**src/rtl/sme_loader.sv**
```systemverilog
// sme_loader: upstream feeder for the string-matching engine (SME).
// Collects one job of tagged bytes (string chars, then pattern chars) over a
// valid/ready handshake, replays it to the SME as a contiguous isstring burst
// followed by a contiguous ispattern burst, then waits for sme_valid (or a
// timeout) before accepting the next job.
//
// Ports:
//   clk, reset            clock; asynchronous active-low reset
//   in_data/kind/last     input beat: byte, 0=string 1=pattern, end of job
//   in_valid/in_ready     input handshake (ready is registered)
//   chardata              character to SME (registered)
//   isstring/ispattern    SME strobes (registered, mutually exclusive)
//   sme_valid             SME result strobe
//   busy                  high whenever not collecting
//   err                   sticky job error, cleared by the next job's first beat
//   timeout               one-cycle pulse when the SME never answered
//   jobs_done             jobs closed by sme_valid (wraps)
module sme_loader #(
   parameter int STR_MAX = 32,
   parameter int PAT_MAX = 8,
   parameter int TIMEOUT = 255
) (
   input  logic       clk,
   input  logic       reset,
   input  logic [7:0] in_data,
   input  logic       in_kind,
   input  logic       in_last,
   input  logic       in_valid,
   output logic       in_ready,
   output logic [7:0] chardata,
   output logic       isstring,
   output logic       ispattern,
   input  logic       sme_valid,
   output logic       busy,
   output logic       err,
   output logic       timeout,
   output logic [7:0] jobs_done
);
   localparam int SW  = $clog2(STR_MAX + 1);
   localparam int PW  = $clog2(PAT_MAX + 1);
   localparam int IW  = $clog2(STR_MAX);
   localparam int PIW = $clog2(PAT_MAX);
   localparam logic [SW-1:0] STR_FULL  = SW'(STR_MAX);
   localparam logic [PW-1:0] PAT_FULL  = PW'(PAT_MAX);
   localparam logic [7:0]    WAIT_LAST = 8'(TIMEOUT - 1);

   typedef enum logic [1:0] {COLLECT, SEND_STR, SEND_PAT, WAIT_RES} state_t;

   state_t                    state;
   logic [STR_MAX-1:0][7:0]   str_buf;
   logic [PAT_MAX-1:0][7:0]   pat_buf;
   logic [SW-1:0]             str_cnt;
   logic [PW-1:0]             pat_cnt;
   logic [IW-1:0]             idx;
   logic [7:0]                wait_cnt;
   logic                      fresh;     // no beat of the current job seen yet

   logic          beat, str_ok, pat_ok, beat_bad, close;
   logic [SW-1:0] str_cnt_n;
   logic [PW-1:0] pat_cnt_n;
   logic [IW-1:0] idx_n;
   logic          str_last, pat_last;
   logic [7:0]    pat_first;

   always_comb begin
      beat      = in_valid & in_ready & (state == COLLECT);
      // string chars are only legal before the first pattern char
      str_ok    = beat & ~in_kind & (pat_cnt == '0) & (str_cnt != STR_FULL);
      pat_ok    = beat & in_kind & (pat_cnt != PAT_FULL);
      beat_bad  = beat & ~(str_ok | pat_ok);
      close     = beat & in_last;
      str_cnt_n = str_cnt + SW'(str_ok);
      pat_cnt_n = pat_cnt + PW'(pat_ok);
      idx_n     = idx + IW'(1);
      str_last  = (SW'(idx) == str_cnt - SW'(1));
      pat_last  = (PW'(idx) == pat_cnt - PW'(1));
      // a pattern-only job may be closed by its very first pattern char,
      // which is still on in_data rather than in the buffer
      pat_first = (pat_cnt == '0) ? in_data : pat_buf[0];
   end

   always_ff @(posedge clk or negedge reset) begin
      if (!reset) begin
         state     <= COLLECT;
         str_buf   <= '0;
         pat_buf   <= '0;
         str_cnt   <= '0;
         pat_cnt   <= '0;
         idx       <= '0;
         wait_cnt  <= '0;
         fresh     <= 1'b1;
         in_ready  <= 1'b0;
         chardata  <= '0;
         isstring  <= 1'b0;
         ispattern <= 1'b0;
         busy      <= 1'b0;
         err       <= 1'b0;
         timeout   <= 1'b0;
         jobs_done <= '0;
      end else begin
         timeout <= 1'b0;
         case (state)
            COLLECT: begin
               in_ready <= 1'b1;
               if (beat) begin
                  fresh   <= 1'b0;
                  err     <= (err & ~fresh) | beat_bad;
                  str_cnt <= str_cnt_n;
                  pat_cnt <= pat_cnt_n;
                  if (str_ok) str_buf[str_cnt[IW-1:0]] <= in_data;
                  if (pat_ok) pat_buf[pat_cnt[PIW-1:0]] <= in_data;
                  if (close) begin
                     fresh <= 1'b1;
                     if (pat_cnt_n == '0) begin
                        // nothing to match against: drop the job in place
                        err     <= 1'b1;
                        str_cnt <= '0;
                        pat_cnt <= '0;
                     end else begin
                        in_ready <= 1'b0;
                        busy     <= 1'b1;
                        idx      <= '0;
                        if (str_cnt_n != '0) begin
                           state    <= SEND_STR;
                           isstring <= 1'b1;
                           chardata <= str_buf[0];
                        end else begin
                           state     <= SEND_PAT;
                           ispattern <= 1'b1;
                           chardata  <= pat_first;
                        end
                     end
                  end
               end
            end
            SEND_STR: begin
               if (str_last) begin
                  state     <= SEND_PAT;
                  isstring  <= 1'b0;
                  ispattern <= 1'b1;
                  idx       <= '0;
                  chardata  <= pat_buf[0];
               end else begin
                  idx      <= idx_n;
                  chardata <= str_buf[idx_n];
               end
            end
            SEND_PAT: begin
               if (pat_last) begin
                  state     <= WAIT_RES;
                  ispattern <= 1'b0;
                  wait_cnt  <= '0;
               end else begin
                  idx      <= idx_n;
                  chardata <= pat_buf[idx_n[PIW-1:0]];
               end
            end
            WAIT_RES: begin
               // sme_valid has priority over an expiring timer
               if (sme_valid || wait_cnt == WAIT_LAST) begin
                  state    <= COLLECT;
                  busy     <= 1'b0;
                  in_ready <= 1'b1;
                  str_cnt  <= '0;
                  pat_cnt  <= '0;
                  if (sme_valid) begin
                     jobs_done <= jobs_done + 8'd1;
                  end else begin
                     timeout <= 1'b1;
                     err     <= 1'b1;
                  end
               end else begin
                  wait_cnt <= wait_cnt + 8'd1;
               end
            end
            default: state <= COLLECT;
         endcase
      end
   end
endmodule

```
**config.mk**
```make
export PLATFORM = sky130hd
export DESIGN_NAME = sme_loader
export DESIGN_NICKNAME = d
export VERILOG_FILES = /design/src/rtl/sme_loader.sv
export SDC_FILE = /design/constraint.sdc
export NUM_CORES = 1
export LEC_CHECK = 0
export BUFFER_PORTS_ARGS = -buffer_cell sky130_fd_sc_hd__buf_2
export CORE_ASPECT_RATIO = 0.5
export CORE_MARGIN = 4
export CORE_UTILIZATION = 42
export DETAILED_ROUTE_END_ITERATION = 8
export PLACE_DENSITY = 0.54
export SYNTH_ARGS = -nofsm -noshare
export SYNTH_HDL_FRONTEND = slang
export SYNTH_SLANG_ARGS = --single-unit
```
**constraint.sdc**
```tcl
create_clock -name clk -period 9.53 [get_ports clk]
set_clock_uncertainty 0.15 [all_clocks]
set_input_delay 0.953 -clock clk [delete_from_list [all_inputs] [get_ports clk]]
set_output_delay 0.953 -clock clk [all_outputs]
set_load 0.02 [all_outputs]
```
# After elaboration in Yosys (flattened, before gate mapping)
# Index checks and enable logic that the tools add are counted.
# op_classes
n_reduce_logical	24
magnitude_cmp	6
add_sub_neg	7
n_mux	78
bitwise	15
eq_ne	19
# op_table
op	count
$bwmux 256	1
$mux 8	13
$bwmux 64	1
$bmux 8 s5	1
$demux 8 s5	1
$mux 1	28
$mux 5	5
$bmux 8 s3	1
$demux 8 s3	1
$mux 6	4
$pmux 8 s3	1
$ne 2x2->1 const B	10
$add 8x1->8 const B	2
$mux 4	4
$pmux 8 s2	1
$pmux 5 s3	1
$reduce_and 3->1	5
$mux 2	7
$lt 5x6->1 const B	2
$pmux 6 s2	1
$reduce_and 6->1	2
$and 1x1->1	10
$reduce_and 5->1	2
$eq 8x8->1 const B	1
other kinds (31)	44
# totals
out_inout_bits	22
input_bits	14
wordCells	203
regBits	368

# Depth between registers and ports, before layout
# Gate-level depths: netlist (run 1).
# logic_depth
ltp_word	13
depth_mapped	18
ltp_nobuf	15

# Least setup slack after synthesis (run 1)
# OpenSTA, ideal clock, no wires.
# synth_path
path_kind	input -> register
from	input in_valid
to	register ispattern
setup_ps	138
path_buffers	2
arrival_time_ps	3228
required_ps	9242
slack_ps	6015
cell_stages	13
path_cell_list	nand2_1 -> nor2_1 -> nand2_1 -> nor3_2 -> buf_2 -> ha_1 -> ha_1 -> a31oi_1 -> nor4_1 -> clkbuf_1 -> nor2_1 -> o41ai_1 -> o41ai_1
# synth_via
elab_chain_cells	9
elab_cells_between_ends	17
cone_classes	2 x add/sub; 4 x eq/ne; 8 x bitwise; 3 x reduce/logical
# synth_rtl
element	line_no	rtl
start: declaration	28	input logic in_valid,
$and 1x1->1 * (2 in series)	66	beat = in_valid & in_ready & (state == COLLECT);
$and 1x1->1 (3 in series)	68	str_ok = beat & ~in_kind & (pat_cnt == '0) & (str_cnt != STR_FULL);
$add 6x1->6	72	str_cnt_n = str_cnt + SW'(str_ok);
$reduce_bool 6->1	123	if (str_cnt_n != '0) begin
$ne 2x2->1 (no line)	-	
$reduce_and 7->1 (no line) *	-	
end signal: assignment	95	ispattern <= 1'b0;
end signal: assignment	129	ispattern <= 1'b1;
end signal: assignment	140	ispattern <= 1'b1;
end: declaration	32	output logic ispattern,
# Mark *: on every way between the ends. The rest lies on a longest branch, timed or not.
# A chain may end at the register's enable or synchronous reset.

# Worst setup path in the final report (run 1)
# layout_path
from	register pat_cnt[1]
to	register chardata[4]
# layout_via
elab_chain_cells	10
elab_cells_between_ends	20
cone_classes	3 x add/sub; 4 x eq/ne; 6 x mux; 3 x bitwise; 4 x reduce/logical
# layout_rtl
element	line_no	rtl
start: declaration	53	logic [PW-1:0] pat_cnt;
start signal: assignment	109	pat_cnt <= pat_cnt_n;
$logic_not 4->1	68, 79	
$and 1x1->1 (2 in series)	68	
$add 6x1->6	72	
$reduce_bool 6->1	123	
$mux 8	123	
$mux 8	114	if (pat_cnt_n == '0) begin
$mux 8	112	if (close) begin
$mux 8	105	if (beat) begin
$pmux 8 s3	102	case (state)
end signal: assignment	126	chardata <= str_buf[0];
end signal: assignment	130	chardata <= pat_first;
end signal: assignment	142	chardata <= pat_buf[0];
end: declaration	30	output logic [7:0] chardata,
# Parallel ways exist; a longest one is shown, timed or not. The select of a mux whose other input is x is not followed.

==> results of run 1 <==
## logic make-up (layout without fill, tap and decap cells)
| family | count (synthesis) | after routing | synth area share, % |
|---|---|---|---|
| muxes | 441 | 441 | 32.39 |
| xor gates and xnor gates | 31 | 31 | 1.539 |
| and+or+nand+nor | 228 | 228 | 6.668 |
| buffers and inverters | 105 | 130 | 2.941 |
| adders and majority gates | 19 | 19 | 1.312 |
| DFF | 368 | 368 | 50.81 |
| AOI/OAI and AO/OA | 108 | 108 | 4.342 |
## flip-flops by register name, summed over array words and instances, names as in the netlist, 2 cells and up
name / flops
str_buf: 256
pat_buf: 64
chardata: 8
jobs_done: 8
wait_cnt: 8
str_cnt: 6
idx: 5
pat_cnt: 4
state: 2
## worst register-to-register path: stages (launching register included)
cell and delay (ps):
dfrtp_1 510, inv_1 230, ha_1 210, nand2b_1 120, nor2_4 330, nand2_1 120, nor3_2 530, ha_1 360
ha_1 270, a31oi_1 140, nor4_2 240, buf_4 300, nor2_1 90, a21oi_1 130, nor2_1 70, o41ai_1 280
## cells in the final DEF (no fill, tap or decap), drive strengths merged, types with 6 or more instances in the layout
cell | synthesis | routed
o22ai | 6 | 6
nor2 | 57 | 57
nand2b | 14 | 14
nor3 | 15 | 15
o21ai | 26 | 26
mux2 | 324 | 324
clkbuf | 51 | 58
buf | 40 | 49
ha | 19 | 19
o41ai | 10 | 10
and3 | 9 | 9
a21oi | 21 | 21
mux4 | 84 | 84
xor2 | 15 | 15
nand4 | 11 | 11
mux2i | 33 | 33
xnor2 | 16 | 16
nand3 | 29 | 29
nand2 | 65 | 65
inv | 14 | 15
nand3b | 6 | 6
dfrtp | 367 | 367
## synth_stat cells (3+ instances only)
library cell and n:
a22o_1 3, nand2b_1 14, dfrtp_1 367, a221oi_1 3, nand3_1 28, nor3b_1 3
mux2_2 324, xnor2_1 16, nor2b_1 3, a31oi_1 4, mux2i_1 33, o41ai_1 8
o21ai_0 25, buf_2 18, inv_1 13, nand3b_1 6, o31ai_1 3, buf_6 10
buf_4 11, mux4_2 84, clkbuf_1 51, nor3_2 3, nor2_1 35, ha_1 19
xor2_1 14, and3_1 8, a211oi_1 4, o21a_1 4, nand4_1 10, a22oi_1 4
and2_1 5, o22ai_1 6, o21bai_1 3, a222oi_1 3, nand2_1 65, nor2_2 21
a21oi_1 20, nor3_1 12
## stage by stage
stage	hold WS [ps]	util (%)	setup WS (ps)	cells	instance area (um2)
finish	310.8	47.07	5335	1902	19910
global route	360.2	47.07	4964	1902	19910
CTS	320.6	47.07	5277	1902	19910
detailed placement	311.5	44.21	5187	1835	18710
global placement	308.9	44.21	5280	1835	18710
floorplan	323.9	-	6015	1300	18130
## report_power, final
group | internal (mW) | switching, mW | total [mW]
combinational | 0.577 | 0.800 | 1.38
sequential | 1.72 | 0.177 | 1.90
clock | 0.856 | 0.635 | 1.49
total | 3.15 | 1.61 | 4.77
## worst max-delay path by stage
| stage | from | end | slack [ps] | depth (start not counted) |
|---|---|---|---|---|
| floorplan | in_valid | ispattern$_DFFE_PN0P_ | 6010 | 13 |
| global placement | idx[0]$_DFFE_PN0P_ | chardata[0]$_DFFE_PN0P_ | 5280 | 7 |
| detailed placement | in_valid | idx[0]$_DFFE_PN0P_ | 5190 | 12 |
| CTS | idx[0]$_DFFE_PN0P_ | chardata[0]$_DFFE_PN0P_ | 5280 | 7 |
| global route | pat_cnt[1]$_DFFE_PN0P_ | ispattern$_DFFE_PN0P_ | 4960 | 14 |
| finish | pat_cnt[1]$_DFFE_PN0P_ | chardata[4]$_DFFE_PN0P_ | 5340 | 15 |
## per-layer routing
layer  vias to the layer above  wire length [um]  global-route usage (%)
met3                        46              2278                   3.793
met2                       232             20130                   30.06
li1                       4808                 -                       -
met1                      5983             23920                   32.27
met4                         0               470                   3.210
met5                         -                 0                       0
## layout make-up
class / count / area, um2 / area share (%)
Clock inverter: 9 / 101.3 / 0.5089
Timing Repair Buffer: 49 / 290.3 / 1.458
Tap cell: 577 / 721.9 / 3.625
Sequential cell: 368 / 9214 / 46.27
Clock buffer: 58 / 1107 / 5.560
Multi-Input combinational cell: 827 / 8427 / 42.32
Inverter: 14 / 52.55 / 0.2639
==> reports/results.tsv, run 1 <==
stage	metric	value	unit
finish	drive_above_1_share	42.34	%
yosys	yosys-top-cells-area	dfrtp_1, mux2_2, mux4_2	
routing	vias	11069	
power_and_ir_drop	total_power	4.765	mW
sta	clock.fmax	0.2384	GHz
critical_path	critPathMaxStageDelay	530	ps
yosys	synth_edf_count	0	
critical_path	cp_slowest_cell	nor3_2	
sta	rsz0062_at_grt	no	
critical_path	worst-path-buf-inv	2	
clock_tree	cts_sinks	368	
routing	drc	0	
placed_design	dp_hpwl	30370	um
power_and_ir_drop	vdd_ir_drop_max	153.9	uV
sta	min_period	4195	ps
grt	grt_pass1_vias	11418	
sta	worst_pin_slew	1046	ps
finish	area_growth	9.864	%
sta	tns	0	ps
sta	hold_viol_final	0	
clock_tree	cts_tree	done	
yosys	seq_area_frac_synth	50.81	%
floorplan	io_pins	36	
routing	ant_nets	0	
placed_design	gp_congestion	0.8282	
clock_tree	cts_buffer_depth	3	
grt	grt_pass1_wl	73330	um
hold_path	worstHoldPathCells	1	
yosys	syn-num-nets	1333	
sta	finalCritPeriodShare	44.01	%
power_and_ir_drop	power_density	239.3	mW/mm2
routing	drt-vias-per-instance	5.820	
critical_path	endpoint_kind	register	
yosys	async_flop_share	100.0	%
finish	diodes	0	
hold_path	hp-start	jobs_done[7]$_DFFE_PN0P_	
sta	setup_viol	0	
placed_design	port_buffers	35	
clock_tree	hold_buffers	0	
yosys	yosysTopAreaCell	dfrtp_1	
critical_path	reg2reg_slack	5340	ps
finish	final_nets	1331	
yosys	yosysTopAreaCellShare	50.67	%
finish	nFillCells	3718	
flow_run	max_cap_viol_count	0	
grt	gr-total-overflow	0	
floorplan	die_width	301.8	um
critical_path	startpoint_type	register	
routing	firstDrtPassIters	5	
critical_path	regToRegEndpoint	chardata[4]$_DFFE_PN0P_	
floorplan	start_util	42.84	%
yosys	ys.flop_type	dfrtp_1	
clock_tree	cts-root-buf	clkbuf_16	
clock_tree	ctsResizeCount	0	
grt	grt_antenna_before_repair	1	
hold_path	hold_class	register to register	
clock_tree	cts_setup_buffers	0	
critical_path	crit_required	9800	ps
sta	relSlewSlack	30.24	%
critical_path	crit_top_cell	ha_1	
critical_path	crit_type	register to register	
yosys	syn-instance-count	1300	
routing	wl_per_cell	24.61	um
clock_tree	cts_buffers	38	
yosys	ys_types	70	
sta	finalMaxSlewViolations	0	
critical_path	cp.arrival	4470	ps
clock_tree	htree_levels	2	
yosys	syn_area_per_cell	13.94	um2
grt	grtUsageTotal	20.50	%
critical_path	r2r_start	pat_cnt[1]$_DFFE_PN0P_	
power_and_ir_drop	p_leak	9.232	nW
yosys	yosys_warnings	0	
critical_path	path_delay_family	simple AND/OR/NAND/NOR gates	
floorplan	core_area	0.04231	mm2
critical_path	cp_max_fo	20	
outcome	outcome	complete, no violations	
critical_path	reg2reg_depth	15	
grt	grt_max_degree	117	
yosys	syn_area	0.01813	mm2
floorplan	rows	53	
critical_path	cp_cell_sequence	inv_1, ha_1, nand2b_1, nor2_4, nand2_1, nor3_2, ha_1, ha_1, a31oi_1, nor4_2, buf_4, nor2_1, a21oi_1, nor2_1, o41ai_1	
routing	drt_iter0_markers	949	
floorplan	die_height	154.9	um
routing	totalWireLength	46800	um
clock_tree	clkLatencyLatePin	540	ps
clock_tree	cts.clk_slew.worst_paths	60	ps
yosys	ys_ff_latch	368	
hold_path	holdPathEnd	jobs_done[7]$_DFFE_PN0P_	
floorplan	dieArea	0.04675	mm2
No activity file was read; power rests on OpenSTA's default activity.
==> run 2, diff against run 1 <==
--- a/config.mk
+++ b/config.mk
@@ -10,7 +10,7 @@
 export CORE_MARGIN = 4
 export CORE_UTILIZATION = 42
 export DETAILED_ROUTE_END_ITERATION = 8
-export PLACE_DENSITY = 0.54
+export PLACE_DENSITY = 0.56
 export SYNTH_ARGS = -nofsm -noshare
 export SYNTH_HDL_FRONTEND = slang
 export SYNTH_SLANG_ARGS = --single-unit
==> constraint.sdc (replaced) <==
create_clock -name clk -period 3.75 [get_ports clk]
set_clock_uncertainty 0.15 [all_clocks]
set_input_delay 0.375 -clock clk [delete_from_list [all_inputs] [get_ports clk]]
set_output_delay 0.375 -clock clk [all_outputs]
set_load 0.02 [all_outputs]
==> reports/results.tsv, run 2 (same netlist as run 1, synthesis figures left out) <==
stage	metric	value	unit	change
clock_tree	clkLatencyLatePin	530	ps	about the same
clock_tree	cts_setup_buffers	0		unchanged
critical_path	critPathMaxStageDelay	400	ps	-130 ps
critical_path	cp_cell_sequence	inv_1, ha_1, inv_1, nor2_1, and3_1, ha_1, ha_1, xor2_1, nor4b_4, nor4b_4, o22ai_2, buf_4, o41ai_1		
critical_path	cp.depth	13		-2
finish	final_cell_mix	dfrtp_1, mux2_2, mux4_2		
sta	relSlewSlack	35.29	%	+5.1 points
critical_path	r2r_start	state[1]$_DFFE_PN0P_		
sta	worst_pin_slew	970.7	ps	-75.76 ps
critical_path	worst-path-buf-inv	3		+1
critical_path	crit_type	register to register		
floorplan	dieArea	0.04675	mm2	unchanged
floorplan	die_height	154.9	um	unchanged
grt	grt_antenna_before_repair	2		+1
clock_tree	cts_sinks	368		unchanged
critical_path	cp_max_fo	18		-10%
finish	diodes	0		unchanged
grt	grt_pass1_vias	11571		+1.3%
sta	finalMaxSlewViolations	0		unchanged
power_and_ir_drop	p_leak	9.379	nW	+1.6%
clock_tree	cts_buffer_depth	3		unchanged
finish	final_common_cell	dfrtp_1		
hold_path	hold_class	input pin to register		
sta	clock.fmax	0.2918	GHz	+22%
sta	tns	0	ps	unchanged
sta	setup_viol	0		unchanged
finish	final_cell_count_no_fill	1921		+1.0%
power_and_ir_drop	vdd_ir_drop_max	346.1	uV	+120%
critical_path	endpoint	chardata[5]$_DFFE_PN0P_		
clock_tree	htree_levels	2		unchanged
floorplan	die_width	301.8	um	unchanged
sta	fin_hold_ws	89.27	ps	-221.6 ps
floorplan	io_pins	36		unchanged
outcome	outcome	complete, no violations		
finish	max_flop_register	str_buf		
routing	totalWireLength	46380	um	-0.90%
routing	drt-vias-per-instance	5.728		-1.6%
placed_design	gp_congestion	0.8488		+2.5%
placed_design	port_buffers	35		unchanged
critical_path	crit_top_cell	ha_1		
placed_design	dpl.cell_count	1856		+1.1%
finish	largestRegisters	str_buf (256), pat_buf (64)		
sta	rsz0062_at_grt	no		
sta	finalCritPeriodShare	91.40	%	+47 points
hold_path	hp-start	in_last		
routing	firstDrtPassIters	5		unchanged
power_and_ir_drop	power_density	608.8	mW/mm2	+150%
routing	wl_per_cell	24.14	um	-1.9%
routing	vias	11003		-0.60%
finish	drive_above_1_share	43.30	%	+0.96 points
critical_path	crit_path_start	state[1]$_DFFE_PN0P_		
floorplan	rows	53		unchanged
finish	final_nets	1353		+1.7%
routing	drc	0		unchanged
critical_path	endpoint_kind	register		
clock_tree	cts.clk_slew.worst_paths	70	ps	about the same
critical_path	reg2reg_depth	13		-2
floorplan	start_util	42.84	%	unchanged
critical_path	crit_required	4010	ps	-5790 ps
critical_path	reg2reg_slack	320	ps	-5010 ps
grt	grtUsageTotal	20.21	%	-0.30 points
routing	ant_nets	0		unchanged
critical_path	path_delay_family	simple AND/OR/NAND/NOR gates		
routing	drt_iter0_markers	818		-14%
grt	grt_max_degree	106		-9.4%
finish	largest_reg_flops	256		unchanged
finish	area_growth	11.32	%	
critical_path	cp_slowest_cell	dfrtp_1		
critical_path	regToRegEndpoint	chardata[5]$_DFFE_PN0P_		
clock_tree	cts-root-buf	clkbuf_16		
critical_path	startpoint_type	register		
grt	gr-total-overflow	0		unchanged
sta	hold_viol_final	0		unchanged
clock_tree	cts_tree	done		
sta	min_period	3428	ps	-767.0 ps
critical_path	cp.arrival	3690	ps	-780 ps
floorplan	core_area	0.04231	mm2	unchanged
flow_run	max_cap_viol_count	0		unchanged
placed_design	dp_hpwl	31220	um	+2.8%
grt	grt_pass1_wl	72340	um	-1.4%
clock_tree	cts_buffers	37		-2.6%
run 2: cell count changes in the layout (fill, tap and decap cells not counted), sizes merged:
cell         previous run  this run
clkinvlp                1         0
bufinv                  2         3
dlygate4sd3             0         2
clkbuf                 58        56
clkinv                  5         4
inv                    15        14
buf                    49        70
run 2: worst min path at each step:
stage | endpoint | slack (ps) | depth (start not counted)
2_1_floorplan | busy$_DFFE_PN0P_ | -70 | 0
3_3_place_gp | jobs_done[7]$_DFFE_PN0P_ | 310 | 1
3_5_place_dp | str_buf[188]$_DFFE_PN0P_ | 330 | 1
4_1_cts | fresh$_DFFE_PN1P_ | 50 | 3
5_1_grt | fresh$_DFFE_PN1P_ | 100 | 3
6_report | fresh$_DFFE_PN1P_ | 90 | 3
run 2: area by class of cell:
| type | count | area, um2 |
|---|---|---|
| Clock buffer | 56 | 1097 |
| Clock inverter | 7 | 113.9 |
| Fill cell | 3756 | 22130 |
| Inverter | 14 | 52.55 |
| Multi-Input combinational cell | 827 | 8436 |
| Sequential cell | 368 | 9214 |
| Tap cell | 577 | 721.9 |
| Timing Repair Buffer | 72 | 543.0 |
run 2: stage by stage:
step           utilization [%]  instance area (um2)  power, mW  worst slack (ps)
2_1_floorplan                -                18130      7.378             427.0
3_3_place_gp             44.76                18940      8.502             444.2
3_5_place_dp             44.76                18940      8.603             262.2
4_1_cts                  47.67                20170      12.39             242.7
5_1_grt                  47.69                20180      12.93             34.32
6_report                 47.69                20180      12.28             322.5
run 2: layer usage:
layer  part of all wire [%]  GRT usage, %
met3                    5.1         3.779
met5                      0             0
met4                    1.2         3.458
met1                     49         31.16
met2                     44         30.23
run 2: power by group:
group / switching (mW) / leakage [nW] / internal, mW
clock: 1.54 / 0.597 / 2.22
sequential: 0.370 / 5.05 / 4.37
combinational: 2.16 / 3.73 / 1.62
total: 4.07 / 9.38 / 8.22
run 2: what timing repair did:
| action | in CTS | in global routing |
|---|---|---|
| resized for setup | 0 | 1 |
| endpoints found under the setup margin | 0 | 1 |
| hold buffers | 2 | 0 |
| endpoints found under the hold margin | 99 | 0 |
run 2: tightest hold or removal path: stages:
cell	delay, ps
buf_2	140
nand2_1	120
o21ai_0	110
